--- config.mk ---
export PLATFORM = sky130hd
export DESIGN_NAME = rr_lock_arbiter_flat
export DESIGN_NICKNAME = d
export VERILOG_FILES = /design/src/rtl/rr_lock_arbiter_pkg.sv /design/src/rtl/rr_lock_arbiter_if.sv /design/src/rtl/rr_lock_arbiter_fp_pick.sv /design/src/rtl/rr_lock_arbiter.sv /design/src/flat_wrapper.sv
export SDC_FILE = /design/constraint.sdc
export NUM_CORES = 1
export LEC_CHECK = 0
export CAP_MARGIN = 20
export CELL_PAD_IN_SITES_DETAIL_PLACEMENT = 0
export CELL_PAD_IN_SITES_GLOBAL_PLACEMENT = 1
export CORE_AREA = 5 5 57 59
export CTS_CLUSTER_DIAMETER = 60
export DETAILED_ROUTE_END_ITERATION = 8
export DIE_AREA = 0 0 62 64
export GPL_ROUTABILITY_DRIVEN = 0
export PLACE_DENSITY = 0.73
export SETUP_SLACK_MARGIN = 0.3
export SLEW_MARGIN = 20
export SYNTH_ARGS = -nofsm -noshare
export SYNTH_HDL_FRONTEND = slang
export SYNTH_HIERARCHICAL = 1
export SYNTH_SLANG_ARGS = --single-unit
--- constraint.sdc ---
create_clock -name clk_i -period 2.8 [get_ports clk_i]
set_input_delay 0.28 -clock clk_i [delete_from_list [all_inputs] [get_ports clk_i]]
set_output_delay 0.28 -clock clk_i [all_outputs]
set_load 0.005 [all_outputs]
--- src/rtl/rr_lock_arbiter_pkg.sv ---
// rtl/rr_lock_arbiter_pkg.sv - shared types and helpers for the round-robin lock arbiter
package arb_pkg;

  typedef enum logic {IDLE, GRANT} arb_state_e;

  localparam int ARB_MAX_PORTS = 32;

  function automatic int clog2_min1(input int n);
    return (n <= 2) ? 1 : $clog2(n);
  endfunction

  // Caller guarantees a one-hot or zero vector, so OR-ing indices yields the position.
  function automatic int unsigned onehot_to_idx(input logic [ARB_MAX_PORTS-1:0] oh);
    int unsigned idx;
    idx = 0;
    for (int i = 0; i < ARB_MAX_PORTS; i++) begin
      if (oh[i]) idx = idx | i;
    end
    return idx;
  endfunction

endpackage

--- src/rtl/rr_lock_arbiter_if.sv ---
// rtl/rr_lock_arbiter_if.sv - request/grant bundle between requesters and the arbiter
interface rr_lock_arbiter_if #(
  parameter int NUM_PORTS = 4
);
  localparam int IDX_W = arb_pkg::clog2_min1(NUM_PORTS);

  logic [NUM_PORTS-1:0] req_i;
  logic                 last_i;
  logic [NUM_PORTS-1:0] gnt_o;
  logic [IDX_W-1:0]     gnt_id_o;
  logic                 busy_o;
  logic                 timeout_o;

  modport master (
    output req_i, last_i,
    input  gnt_o, gnt_id_o, busy_o, timeout_o
  );

  modport slave (
    input  req_i, last_i,
    output gnt_o, gnt_id_o, busy_o, timeout_o
  );

endinterface

--- src/rtl/rr_lock_arbiter_fp_pick.sv ---
// rtl/rr_lock_arbiter_fp_pick.sv - combinational fixed-priority pick, LSB wins
module fp_pick #(
  parameter int N = 4
) (
  input  logic [N-1:0] i_req,
  output logic [N-1:0] o_gnt,
  output logic         o_any
);

  // Two's-complement trick isolates the lowest set bit.
  assign o_gnt = i_req & (~i_req + N'(1));
  assign o_any = |i_req;

endmodule

--- src/rtl/rr_lock_arbiter.sv ---
// rtl/rr_lock_arbiter.sv - registered round-robin arbiter with grant locking and hold limit
module rr_lock_arbiter
  import arb_pkg::*;
#(
  parameter int NUM_PORTS = 4,
  parameter int MAX_HOLD  = 8
) (
  input  logic           clk_i,
  input  logic           rst_ni,
  rr_lock_arbiter_if.slave bus
);

  localparam int IDX_W  = clog2_min1(NUM_PORTS);
  localparam int HOLD_W = clog2_min1(MAX_HOLD + 1);

  arb_state_e           r_state;
  logic [NUM_PORTS-1:0] r_gnt;
  logic [IDX_W-1:0]     r_ptr;
  logic [HOLD_W-1:0]    r_hold;
  logic                 r_timeout;

  arb_state_e           w_state_nxt;
  logic [NUM_PORTS-1:0] w_gnt_nxt;
  logic [IDX_W-1:0]     w_ptr_nxt;
  logic [HOLD_W-1:0]    w_hold_nxt;
  logic                 w_timeout_nxt;

  logic [IDX_W-1:0]     w_gnt_id;
  logic [IDX_W-1:0]     w_ptr_inc;
  logic [IDX_W-1:0]     w_arb_ptr;
  logic                 w_rel_drop;
  logic                 w_rel_last;
  logic                 w_rel_hold;
  logic                 w_release;
  logic [NUM_PORTS-1:0] w_mask;
  logic [NUM_PORTS-1:0] w_req_masked;
  logic [NUM_PORTS-1:0] w_gnt_masked;
  logic [NUM_PORTS-1:0] w_gnt_raw;
  logic                 w_any_masked;
  logic                 w_any_raw;
  logic [NUM_PORTS-1:0] w_pick;

  assign w_gnt_id   = IDX_W'(onehot_to_idx(ARB_MAX_PORTS'(r_gnt)));
  assign w_ptr_inc  = (w_gnt_id == IDX_W'(NUM_PORTS - 1)) ? '0 : w_gnt_id + IDX_W'(1);

  assign w_rel_drop = ~|(bus.req_i & r_gnt);
  assign w_rel_last = bus.last_i;
  assign w_rel_hold = (MAX_HOLD != 0) && (r_hold == HOLD_W'(MAX_HOLD));
  assign w_release  = (r_state == GRANT) && (w_rel_drop || w_rel_last || w_rel_hold);

  // Re-arbitration on release must already see the advanced pointer.
  assign w_arb_ptr  = w_release ? w_ptr_inc : r_ptr;

  always_comb begin
    w_mask = '0;
    for (int i = 0; i < NUM_PORTS; i++) begin
      w_mask[i] = (i >= int'(w_arb_ptr));
    end
  end

  assign w_req_masked = bus.req_i & w_mask;

  fp_pick #(.N(NUM_PORTS)) u_pick_masked (
    .i_req (w_req_masked),
    .o_gnt (w_gnt_masked),
    .o_any (w_any_masked)
  );

  fp_pick #(.N(NUM_PORTS)) u_pick_raw (
    .i_req (bus.req_i),
    .o_gnt (w_gnt_raw),
    .o_any (w_any_raw)
  );

  assign w_pick = w_any_masked ? w_gnt_masked : w_gnt_raw;

  always_comb begin
    w_state_nxt   = r_state;
    w_gnt_nxt     = r_gnt;
    w_ptr_nxt     = r_ptr;
    w_hold_nxt    = r_hold;
    w_timeout_nxt = 1'b0;
    case (r_state)
      IDLE: begin
        if (w_any_raw) begin
          w_state_nxt = GRANT;
          w_gnt_nxt   = w_pick;
          w_hold_nxt  = HOLD_W'(1);
        end
      end
      GRANT: begin
        if (w_release) begin
          w_ptr_nxt     = w_ptr_inc;
          w_timeout_nxt = w_rel_hold && !w_rel_drop && !w_rel_last;
          if (w_any_raw) begin
            w_gnt_nxt  = w_pick;
            w_hold_nxt = HOLD_W'(1);
          end else begin
            w_state_nxt = IDLE;
            w_gnt_nxt   = '0;
            w_hold_nxt  = '0;
          end
        end else if (MAX_HOLD != 0 && r_hold != HOLD_W'(MAX_HOLD)) begin
          w_hold_nxt = r_hold + HOLD_W'(1);
        end
      end
      default: begin
        w_state_nxt = IDLE;
        w_gnt_nxt   = '0;
      end
    endcase
  end

  always_ff @(posedge clk_i or negedge rst_ni) begin
    if (!rst_ni) begin
      r_state   <= IDLE;
      r_gnt     <= '0;
      r_ptr     <= '0;
      r_hold    <= '0;
      r_timeout <= 1'b0;
    end else begin
      r_state   <= w_state_nxt;
      r_gnt     <= w_gnt_nxt;
      r_ptr     <= w_ptr_nxt;
      r_hold    <= w_hold_nxt;
      r_timeout <= w_timeout_nxt;
    end
  end

  assign bus.gnt_o     = r_gnt;
  assign bus.gnt_id_o  = w_gnt_id;
  assign bus.busy_o    = |r_gnt;
  assign bus.timeout_o = r_timeout;

endmodule
--- src/flat_wrapper.sv ---
// flat-port wrapper written by rule: the top's interface ports become plain ports
module rr_lock_arbiter_flat import arb_pkg::*;
#(
  parameter int NUM_PORTS = 4,
  parameter int MAX_HOLD  = 8
)
  (clk_i, rst_ni, bus_req_i, bus_last_i, bus_gnt_o, bus_gnt_id_o, bus_busy_o, bus_timeout_o);
  rr_lock_arbiter_if #(.NUM_PORTS(NUM_PORTS)) bus_i ();
  input  logic clk_i;
  input  logic rst_ni;
  input wire logic [$bits(bus_i.req_i)-1:0] bus_req_i;
  input wire logic [$bits(bus_i.last_i)-1:0] bus_last_i;
  output wire logic [$bits(bus_i.gnt_o)-1:0] bus_gnt_o;
  output wire logic [$bits(bus_i.gnt_id_o)-1:0] bus_gnt_id_o;
  output wire logic [$bits(bus_i.busy_o)-1:0] bus_busy_o;
  output wire logic [$bits(bus_i.timeout_o)-1:0] bus_timeout_o;
  assign bus_i.req_i = bus_req_i;
  assign bus_i.last_i = bus_last_i;
  assign bus_gnt_o = bus_i.gnt_o;
  assign bus_gnt_id_o = bus_i.gnt_id_o;
  assign bus_busy_o = bus_i.busy_o;
  assign bus_timeout_o = bus_i.timeout_o;
  rr_lock_arbiter #(.NUM_PORTS(NUM_PORTS), .MAX_HOLD(MAX_HOLD)) u_core (.clk_i(clk_i), .rst_ni(rst_ni), .bus(bus_i));
endmodule
## Word-level counts from Yosys, hierarchy flattened

Cells that the tools add are included.
W data, S select, Z words.

| word-level totals | value |
|---|---|
| register bits after elaboration | 12 |
| word-level logic and storage cells | 58 |

| operators by class | value |
|---|---|
| add/sub/neg operators | 4 |
| $lt $le $gt $ge | 3 |
| equality and inequality tests | 6 |
| mux-type cells | 20 |
| bitwise gates (word level) | 7 |
| reduce and logical (&&, ||, !) cells | 13 |

Operator list:

| operator | number |
|---|---|
| $mux W4 | 7 |
| $and A4 B4 Y4 | 4 |
| $pmux W4 S2 | 2 |
| $reduce_or A4 Y1 | 4 |
| $add A4 B1 Y4 const B | 3 |
| $mux W2 | 4 |
| $not A4 Y4 | 2 |
| $mux W1 | 6 |
| $eq A4 B4 Y1 const B | 1 |
| $ge A1 B2 Y1 const A | 2 |
| $ne A2 B2 Y1 const B | 2 |
| $ne A4 B4 Y1 const B | 1 |
| $reduce_and A2 Y1 | 2 |
| $logic_and A1 B1 Y1 | 3 |
| $ne A3 B3 Y1 const B | 1 |
| $add A2 B1 Y2 const B | 1 |
| $eq A2 B2 Y1 const B | 1 |
| $ge A2 B2 Y1 const A | 1 |
| $logic_not A1 Y1 | 2 |
| $logic_or A1 B1 Y1 | 2 |
| $pmux W1 S2 | 1 |
| $not A1 Y1 | 1 |

## Longest topological paths before layout

Gate-level depths: netlist (run 1).

| depth | value |
|---|---|
| depth in word-level cells | 16 |
| mapped depth | 12 |
| gate-level depth less buffers | 11 |

## Cells and area by module

The synthesis (run 1) kept the hierarchy.

By module, submodules not included:

| module | times used | cells an instance | area an instance (sq um) | seq. area each (sq um) |
|---|---|---|---|---|
| rr_lock_arbiter | 1 | 84 | 809.5 | 300.3 |
| fp_pick | 2 | 5 | 40.0 | 0.0 |

## Worst setup path before layout (run 1)

Ideal clock, no wire load.

| timing | value |
|---|---|
| path kind | reg-to-reg |
| start point | reg u_core.r_hold[0] |
| end point | reg u_core.r_gnt[0] (netlist: u_core/bus.gnt_o[0]) |
| library setup time | 128 ps |
| data arrival time | 2,673 ps |
| required time | 2,672 ps |
| slack | -1 ps |
| stages on the path, launching flop included | 13 |
| cell sequence | dfrtp_1 -> inv_1 -> ha_1 -> and3b_4 -> a211oi_4 -> nand2b_4 -> o21ai_0 -> or4_1 -> clkbuf_1 -> mux2i_1 -> a211oi_1 -> a31oi_1 -> o31ai_1 |

| between the ends | value |
|---|---|
| elaborated cells between the ends (all ways) | 19 |
| those cells by class | add/sub: 1; order compare: 3; eq/ne: 2; mux: 6; bitwise: 3; reduce/logical: 4 |

RTL lines:

| item | line | text |
|---|---|---|
| from (decl) | rr_lock_arbiter.sv:19 | `logic [HOLD_W-1:0] r_hold;` |
| from (signal assigned) | rr_lock_arbiter.sv:125 | `r_hold <= w_hold_nxt;` |
| $eq A4 B4 Y1 * | rr_lock_arbiter.sv:48 | `assign w_rel_hold = (MAX_HOLD != 0) && (r_hold == HOLD_W'(MAX_HOLD));` |
| $logic_or A1 B1 Y1 * | rr_lock_arbiter.sv:49 | `assign w_release = (r_state == GRANT) && (w_rel_drop \|\| w_rel_last \|\| w_rel_hold);` |
| $logic_and A1 B1 Y1 * | rr_lock_arbiter.sv:49 |  |
| $mux W2 * | rr_lock_arbiter.sv:52 | `assign w_arb_ptr = w_release ? w_ptr_inc : r_ptr;` |
| $ge A1 B2 Y1 * | rr_lock_arbiter.sv:57 | `w_mask[i] = (i >= int'(w_arb_ptr));` |
| $and A4 B4 Y4 * | rr_lock_arbiter.sv:61 | `assign w_req_masked = bus.req_i & w_mask;` |
| named net u_core.w_req_masked[0] | rr_lock_arbiter.sv:36 | `logic [NUM_PORTS-1:0] w_req_masked;` |
| $reduce_or A4 Y1 * | rr_lock_arbiter_fp_pick.sv:12 | `assign o_any = \|i_req;` |
| named net u_core.w_any_masked | rr_lock_arbiter.sv:39 | `logic w_any_masked;` |
| $mux W4 * | rr_lock_arbiter.sv:75 | `assign w_pick = w_any_masked ? w_gnt_masked : w_gnt_raw;` |
| $mux W4 | rr_lock_arbiter.sv:95 | `if (w_any_raw) begin` |
| $mux W4 | rr_lock_arbiter.sv:92 | `if (w_release) begin` |
| $pmux W4 S2 * | rr_lock_arbiter.sv:83 | `case (r_state)` |
| to (signal assigned) | rr_lock_arbiter.sv:123 | `r_gnt <= w_gnt_nxt;` |
| to (decl) | rr_lock_arbiter.sv:17 | `logic [NUM_PORTS-1:0] r_gnt;` |

Mark *: on every way through the listed nets, which the timed path passes. The rest lies on a longest branch. The select of a mux whose other input is x is not followed.
A chain may end at the register's enable or synchronous reset.

## Final worst setup path (run 1)

| timing | value |
|---|---|
| start point | reg u_core.r_hold[1] |
| end point | reg u_core.r_gnt[1] (netlist: u_core/bus.gnt_o[1]) |

Same word-level chain as after synthesis.

==> results of run 1 <==
## registers in the layout, indices dropped and copies added (netlist names)
register and flops:
u_core/r_ptr 2, u_core/bus.timeout_o 1, u_core/r_state 1, u_core/bus.gnt_o 4
u_core/r_hold 4
## worst min-delay path by stage
| stage | start | endpoint | slack, ns |
|---|---|---|---|
| after detailed placement | u_core/r_ptr[1]$_DFFE_PN0P_ | u_core/r_ptr[1]$_DFFE_PN0P_ | 0.55 |
| final | rst_ni | u_core/r_hold[0]$_DFFE_PN0P_ | 0.35 |
| after floorplan | rst_ni | u_core/bus.gnt_o[0]$_DFFE_PN0P_ | -0.02 |
| after global routing | rst_ni | u_core/r_hold[0]$_DFFE_PN0P_ | 0.41 |
| after CTS | rst_ni | u_core/r_hold[0]$_DFFE_PN0P_ | 0.37 |
| after global placement | u_core/r_ptr[0]$_DFFE_PN0P_ | u_core/r_ptr[0]$_DFFE_PN0P_ | 0.53 |
## cells in the final DEF, fill, tap and decap left out, types with 3 or more instances in the layout
| cell | instances |
|---|---|
| nor2_1 | 6 |
| dfrtp_1 | 12 |
| inv_1 | 3 |
| nand3_1 | 3 |
| clkbuf_4 | 3 |
| a31oi_1 | 4 |
| mux2i_4 | 3 |
| o31ai_1 | 6 |
| clkdlybuf4s50_1 | 14 |
| buf_4 | 23 |
| a211oi_2 | 3 |
| o21ai_0 | 3 |
| nand2_1 | 3 |
## through the flow
step | hold slack, ns | setup TNS, ns | power, mW | cell area, sq um
after global routing | 0.4106 | -0.08186 | 1.132 | 1303
after global placement | 0.5345 | -0.5468 | 0.8280 | 1152
after CTS | 0.3719 | 0 | 0.9916 | 1235
after floorplan | -0.01559 | 0 | 0.5756 | 909.6
after detailed placement | 0.5535 | -0.6914 | 0.8309 | 1152
final | 0.3533 | 0 | 1.055 | 1303
## metal layers
metal  up-vias  global-route usage [%]  part of all wire (%)
met5         -                       0                     0
met4         0                  0.7958                  0.61
met3         2                   4.024                   3.9
met2        11                   21.24                    53
met1       431                   16.67                    42
li1        416                       -                     -
## area by class of cell
cell class	instances	area, sq um
Tap cell	31	38.79
Timing Repair Buffer	38	324.1
Inverter	5	18.77
Sequential cell	12	300.3
Clock buffer	3	22.52
Multi-Input combinational cell	68	598.1
Fill cell	263	1360
## what timing repair did
action	4_1_cts	5_1_grt
hold buffers	0	0
endpoints found under the setup margin	4	4
gates resized for setup	8	8
setup buffers	3	3
pin swaps	2	1
endpoints found under the hold margin	0	0
cloned	0	0
## kinds of logic after synthesis
kind of cell / count (synthesis) / share of synthesized area, %
XOR/XNOR: 2 / 1.969
AO/OA/AOI/OAI: 33 / 28.55
multiplexers: 5 / 5.767
adder cells (fa/ha/maj): 2 / 2.812
AND/OR/NAND/NOR: 26 / 18.85
buffers and inverters: 14 / 8.297
flip-flops: 12 / 33.76
## power by group
| part | switching (mW) | internal, mW | total, mW |
|---|---|---|---|
| clock | 0.0556 | 0.0499 | 0.106 |
| combinational | 0.296 | 0.392 | 0.688 |
| sequential | 0.0399 | 0.221 | 0.261 |
==> flow_summary.toml, run 1 <==
[sta]
timing.final.crit_period_ns = 2.736
hold_violations = 0
rsz0062_at_grt = "true"
period_share_pct = 97.72
tightest_slew_ns = 0.6085
fin_ws_ns = 0.06374
final-setup-viol-count = 0
finalMaxSlewViolations = 0
slew_headroom_pct = 59.43
finClkSkew_ns = 0.006008
clock.fmax_mhz = 365.5

[synth]
synth_most_common_cell = "dfrtp_1"
seq_area_frac_synth_pct = 33.76
synthesis.nets = 103
synth.area.top_cells = "dfrtp_1 (34%), o31ai_1 (5.1%), mux2i_1 (4.5%)"
synth_warnings = 6
synthesis.area_sq_um = 889.6
synthFlopType = "dfrtp_1"
synth_top_area_share_pct = 33.76
async_flop_share_pct = 100.0
synth_edf_count = 0
synth.distinct_cells = 37
avgSynthCellArea_sq_um = 9.464
ys_ff_latch = 12
syn_inst = 94
yosys-top-cells-count = "dfrtp_1 (12), nor2_1 (6), o31ai_1 (6)"
yosysTopAreaCell = "dfrtp_1"

[critical_path]
cp_max_fo = 6
startpoint_type = "register"
cp.depth = 11
path_delay_family = "simple AND/OR/NAND/NOR gates"
cp_data_required_time_ns = 2.96
endpoint = "u_core/bus.gnt_o[1]$_DFFE_PN0P_"
crit_arrival_ns = 2.90
cp_cell_sequence = "inv_2 > ha_4 > and3b_4 > a211oi_4 > nand2b_4 > o311a_1 > or4_4 > mux2i_2 > a211oi_1 > a31oi_1 > o31ai_1"
worst_r2r_endpoint = "u_core/bus.gnt_o[1]$_DFFE_PN0P_"
worst_r2r_path_depth = 11
cp_slowest_cell = "or4_4"
cp-end-kind = "register"
reg2reg_from = "u_core/r_hold[1]$_DFFE_PN0P_"
rrSetupSlack_ns = 0.06
crit_type = "reg -> reg"
worstSetupStartpoint = "u_core/r_hold[1]$_DFFE_PN0P_"
cp_num_buf_inv = 1
max_stage_delay_ns = 0.62

[placed_design]
port_buffers = 14
pre_cts_slack_ns = -0.1894
post-dp-hpwl_microns = 1754
post-place-cells = 148

[detailed_routing]
drt_wl_total_microns = 2453
vias = 860
drcViolationCount = 0
first_pass_iters = 4
wl_per_cell_microns = 15.62
ant_nets = 0
drt_iter0_drc = 13
via_per_inst = 5.478

[cts]
cts_tree = "yes"
numClockSinks = 12
insertion_delay_ns = 0.28
cts_htree_levels = 1
numCtsBuffers = 3
clockBufferDepth = 2
clkTransAtPathRegs_ns = 0.07
root_buffer = "clkbuf_4"

[power]
p_leak_nw = 0.5552
peakVddDrop_mv = 0.4636
p_per_area_nw_per_um2 = 810.3

[floorplan]
die_w_microns = 62
fp.coreArea_sq_um = 2663
initial_core_util_pct = 33.41
row_count = 19
die_h_microns = 64
dieArea_sq_um = 3968
boundaryPins = 15

[grt]
grt_overflow = 0
grt_pass1_wl_microns = 3898
grt_usage_pct = 12.75
grt_pass1_vias = 882
antenna_found_initial = 0
grt_start_max_net_pins = 18

[cells_and_area]
final_nets = 137
layout.cells.non_filler = 157
area_delta_synth_final_pct = 46.41
fin_util_pct = 48.92
drive_gt1_share_pct = 42.06
antenna_cells = 0

[job]
cap_viol_max_count = 0

[run_status]
status = "completed"

[worst_hold_path]
min_path_type = "in -> async"
Power figures use the tool's default switching activity.
==> run 2: changes to the inputs <==
Settings changed: CORE_AREA 5 5 57 59 to 5 5 53 55, DIE_AREA 0 0 62 64 to 0 0 58 60, PLACE_DENSITY 0.73 to 0.8.
Clock period 2.8 ns to 3.4 ns, I/O delays scaled along.
==> run 2 against run 1 <==
Against the previous run: cell count decreased by 13%; die area decreased by 12%; highest routed layer unchanged; register-to-register slack improved by 0.41 ns; critical endpoint is now u_core/bus.gnt_o[0]$_DFFE_PN0P_.
==> flow_summary.toml, run 2 (synthesis gave the netlist of run 1 again) <==
[detailed_routing]
wl_per_cell_microns = 15.12
ant_nets = 0
drt_wl_total_microns = 2072
first_pass_iters = 4
vias = 758
drcViolationCount = 0
via_per_inst = 5.533
drt_iter0_drc = 17

[sta]
clock.fmax_mhz = 341.7
period_share_pct = 86.07
slew_headroom_pct = 61.62
finalMaxSlewViolations = 0
finalSetupTns_ns = 0
timing.final.crit_period_ns = 2.926
finClkSkew_ns = 0.0008502
tightest_slew_ns = 0.5757
final-setup-viol-count = 0
hold_violations = 0
rsz0062_at_grt = "false"

[grt]
antenna_found_initial = 0
grt_usage_pct = 13.22
grt_pass1_wl_microns = 3519
grt_pass1_vias = 774
grt_overflow = 0
grt_start_max_net_pins = 18

[power]
clkPwrFrac_pct = 16.0
power.total_uw = 708.8
internal_power_uw = 444.2
p_sw_uw = 264.5
p_per_area_nw_per_um2 = 652.6
peakVddDrop_mv = 0.3495
sequentialPowerShare_pct = 34.1
switching_share_pct = 37.32
power_frac_comb_pct = 49.8
p_leak_nw = 0.4697

[critical_path]
crit_type = "reg -> reg"
max_stage_delay_ns = 0.61
cp_data_required_time_ns = 3.55
cp_cell_sequence = "inv_1 > ha_1 > and3b_4 > a211oi_4 > nand2b_4 > o21ai_0 > or4_4 > mux2i_2 > a211oi_1 > a31oi_1 > o31ai_1"
cp_num_buf_inv = 1
cp-end-kind = "register"
cp_max_fo = 6
startpoint_type = "register"
path_delay_family = "simple AND/OR/NAND/NOR gates"
crit_arrival_ns = 3.08
cp_slowest_cell = "or4_4"

[cells_and_area]
drive_gt1_share_pct = 21.50
most-common-layout-cells = "clkdlybuf4s50_1 (14), dfrtp_1 (12), nor2_1 (6), o31ai_1 (6)"
final_nets = 117
antenna_cells = 0
fin_util_pct = 46.37
design_area_sq_um = 1086
area_delta_synth_final_pct = 22.08
mostFrequentLayoutCell = "clkdlybuf4s50_1"

[placed_design]
post-dp-hpwl_microns = 1564
placed_area_sq_um = 1042
port_buffers = 14

[worst_hold_path]
min_path_type = "in -> async"

[floorplan]
dieArea_sq_um = 3480
fp.coreArea_sq_um = 2342
row_count = 18
die_w_microns = 58
boundaryPins = 15
initial_core_util_pct = 37.98
die_h_microns = 60

[cts]
numClockSinks = 12
cts_htree_levels = 1
postCtsSetupBuffers = 0
clockBufferDepth = 2
numCtsBuffers = 3
root_buffer = "clkbuf_4"
insertion_delay_ns = 0.27
cts_tree = "yes"
clkTransAtPathRegs_ns = 0.08

[run_status]
status = "completed"

[job]
cap_viol_max_count = 0
-- run 2: changes by cell type in the layout (fill, tap and decap cells not counted), moves of 3 or more --
cell / delta
mux2i_4: -3
a211oi_1: +3
buf_4: -19
mux2i_1: +3
a211oi_2: -3
-- run 2: layer usage --
layer	track usage [%]	part of all wire, %	up-vias
li1	-	-	377
met4	2.980	0.68	0
met2	21.77	50	10
met1	16.43	46	369
met5	0	0	-
met3	4.968	3.0	2
-- run 2: timing repair --
action | in CTS | in global routing
endpoints found under the setup margin | 0 | 3
resized for setup | 0 | 2
hold buffers | 0 | 0
-- run 2: worst paths after layout --
| check | startpoint | depth (start not counted) | slack, ns | to |
|---|---|---|---|---|
| max in group asynchronous | rst_ni | 1 | 2.63 | u_core/bus.gnt_o[1]$_DFFE_PN0P_ |
| worst max register to register | u_core/r_hold[0]$_DFFE_PN0P_ | 11 | 0.47 | u_core/bus.gnt_o[0]$_DFFE_PN0P_ |
| worst min register to register | u_core/r_ptr[0]$_DFFE_PN0P_ | 2 | 0.57 | u_core/r_ptr[0]$_DFFE_PN0P_ |
| worst min-delay path | rst_ni | 1 | 0.42 | u_core/r_hold[0]$_DFFE_PN0P_ |
| worst max-delay path | u_core/r_hold[0]$_DFFE_PN0P_ | 11 | 0.47 | u_core/bus.gnt_o[0]$_DFFE_PN0P_ |
| min in group clk_i | u_core/r_ptr[0]$_DFFE_PN0P_ | 2 | 0.57 | u_core/r_ptr[0]$_DFFE_PN0P_ |
-- run 2: worst reg2reg max path: cells and delay by family, from the launching register on --
family / cells / cell delay, ns
simple gates: 3 / 1.04
compound gates: 5 / 0.83
flops: 1 / 0.38
mux: 1 / 0.25
fa+ha+maj: 1 / 0.22
buf+inv: 1 / 0.09
-- run 2: metrics by stage --
step	setup slack, ns	hold slack [ns]	std cells
global placement	0.2653	0.5516	133
detailed placement	0.1168	0.5584	133
global route	0.3301	0.4642	137
CTS	0.3848	0.4411	137
floorplan	0.5993	0.04441	94
finish	0.4735	0.4176	137
-- run 2: power groups by stage --
stage,clock network [mW],logic [mW],registers (mW)
CTS,0.119,0.349,0.242
detailed placement,0,0.347,0.245
floorplan,0,0.241,0.215
global placement,0,0.340,0.244
global route,0.128,0.392,0.253
finish,0.114,0.353,0.242
-- run 2: final cells by class --
| type | count | area [sq um] |
|---|---|---|
| Multi-Input combinational cell | 68 | 523.0 |
| Inverter | 5 | 18.77 |
| Timing Repair Buffer | 18 | 170.2 |
| Fill cell | 239 | 1256 |
| Clock buffer | 4 | 36.28 |
| Tap cell | 30 | 37.54 |
| Sequential cell | 12 | 300.3 |
==> run 3: changes to the inputs <==
Settings changed: SKIP_CTS_REPAIR_TIMING set to 1.
==> results of run 3 <==
The final DEF is identical to that of run 2; final timing and power are the same.
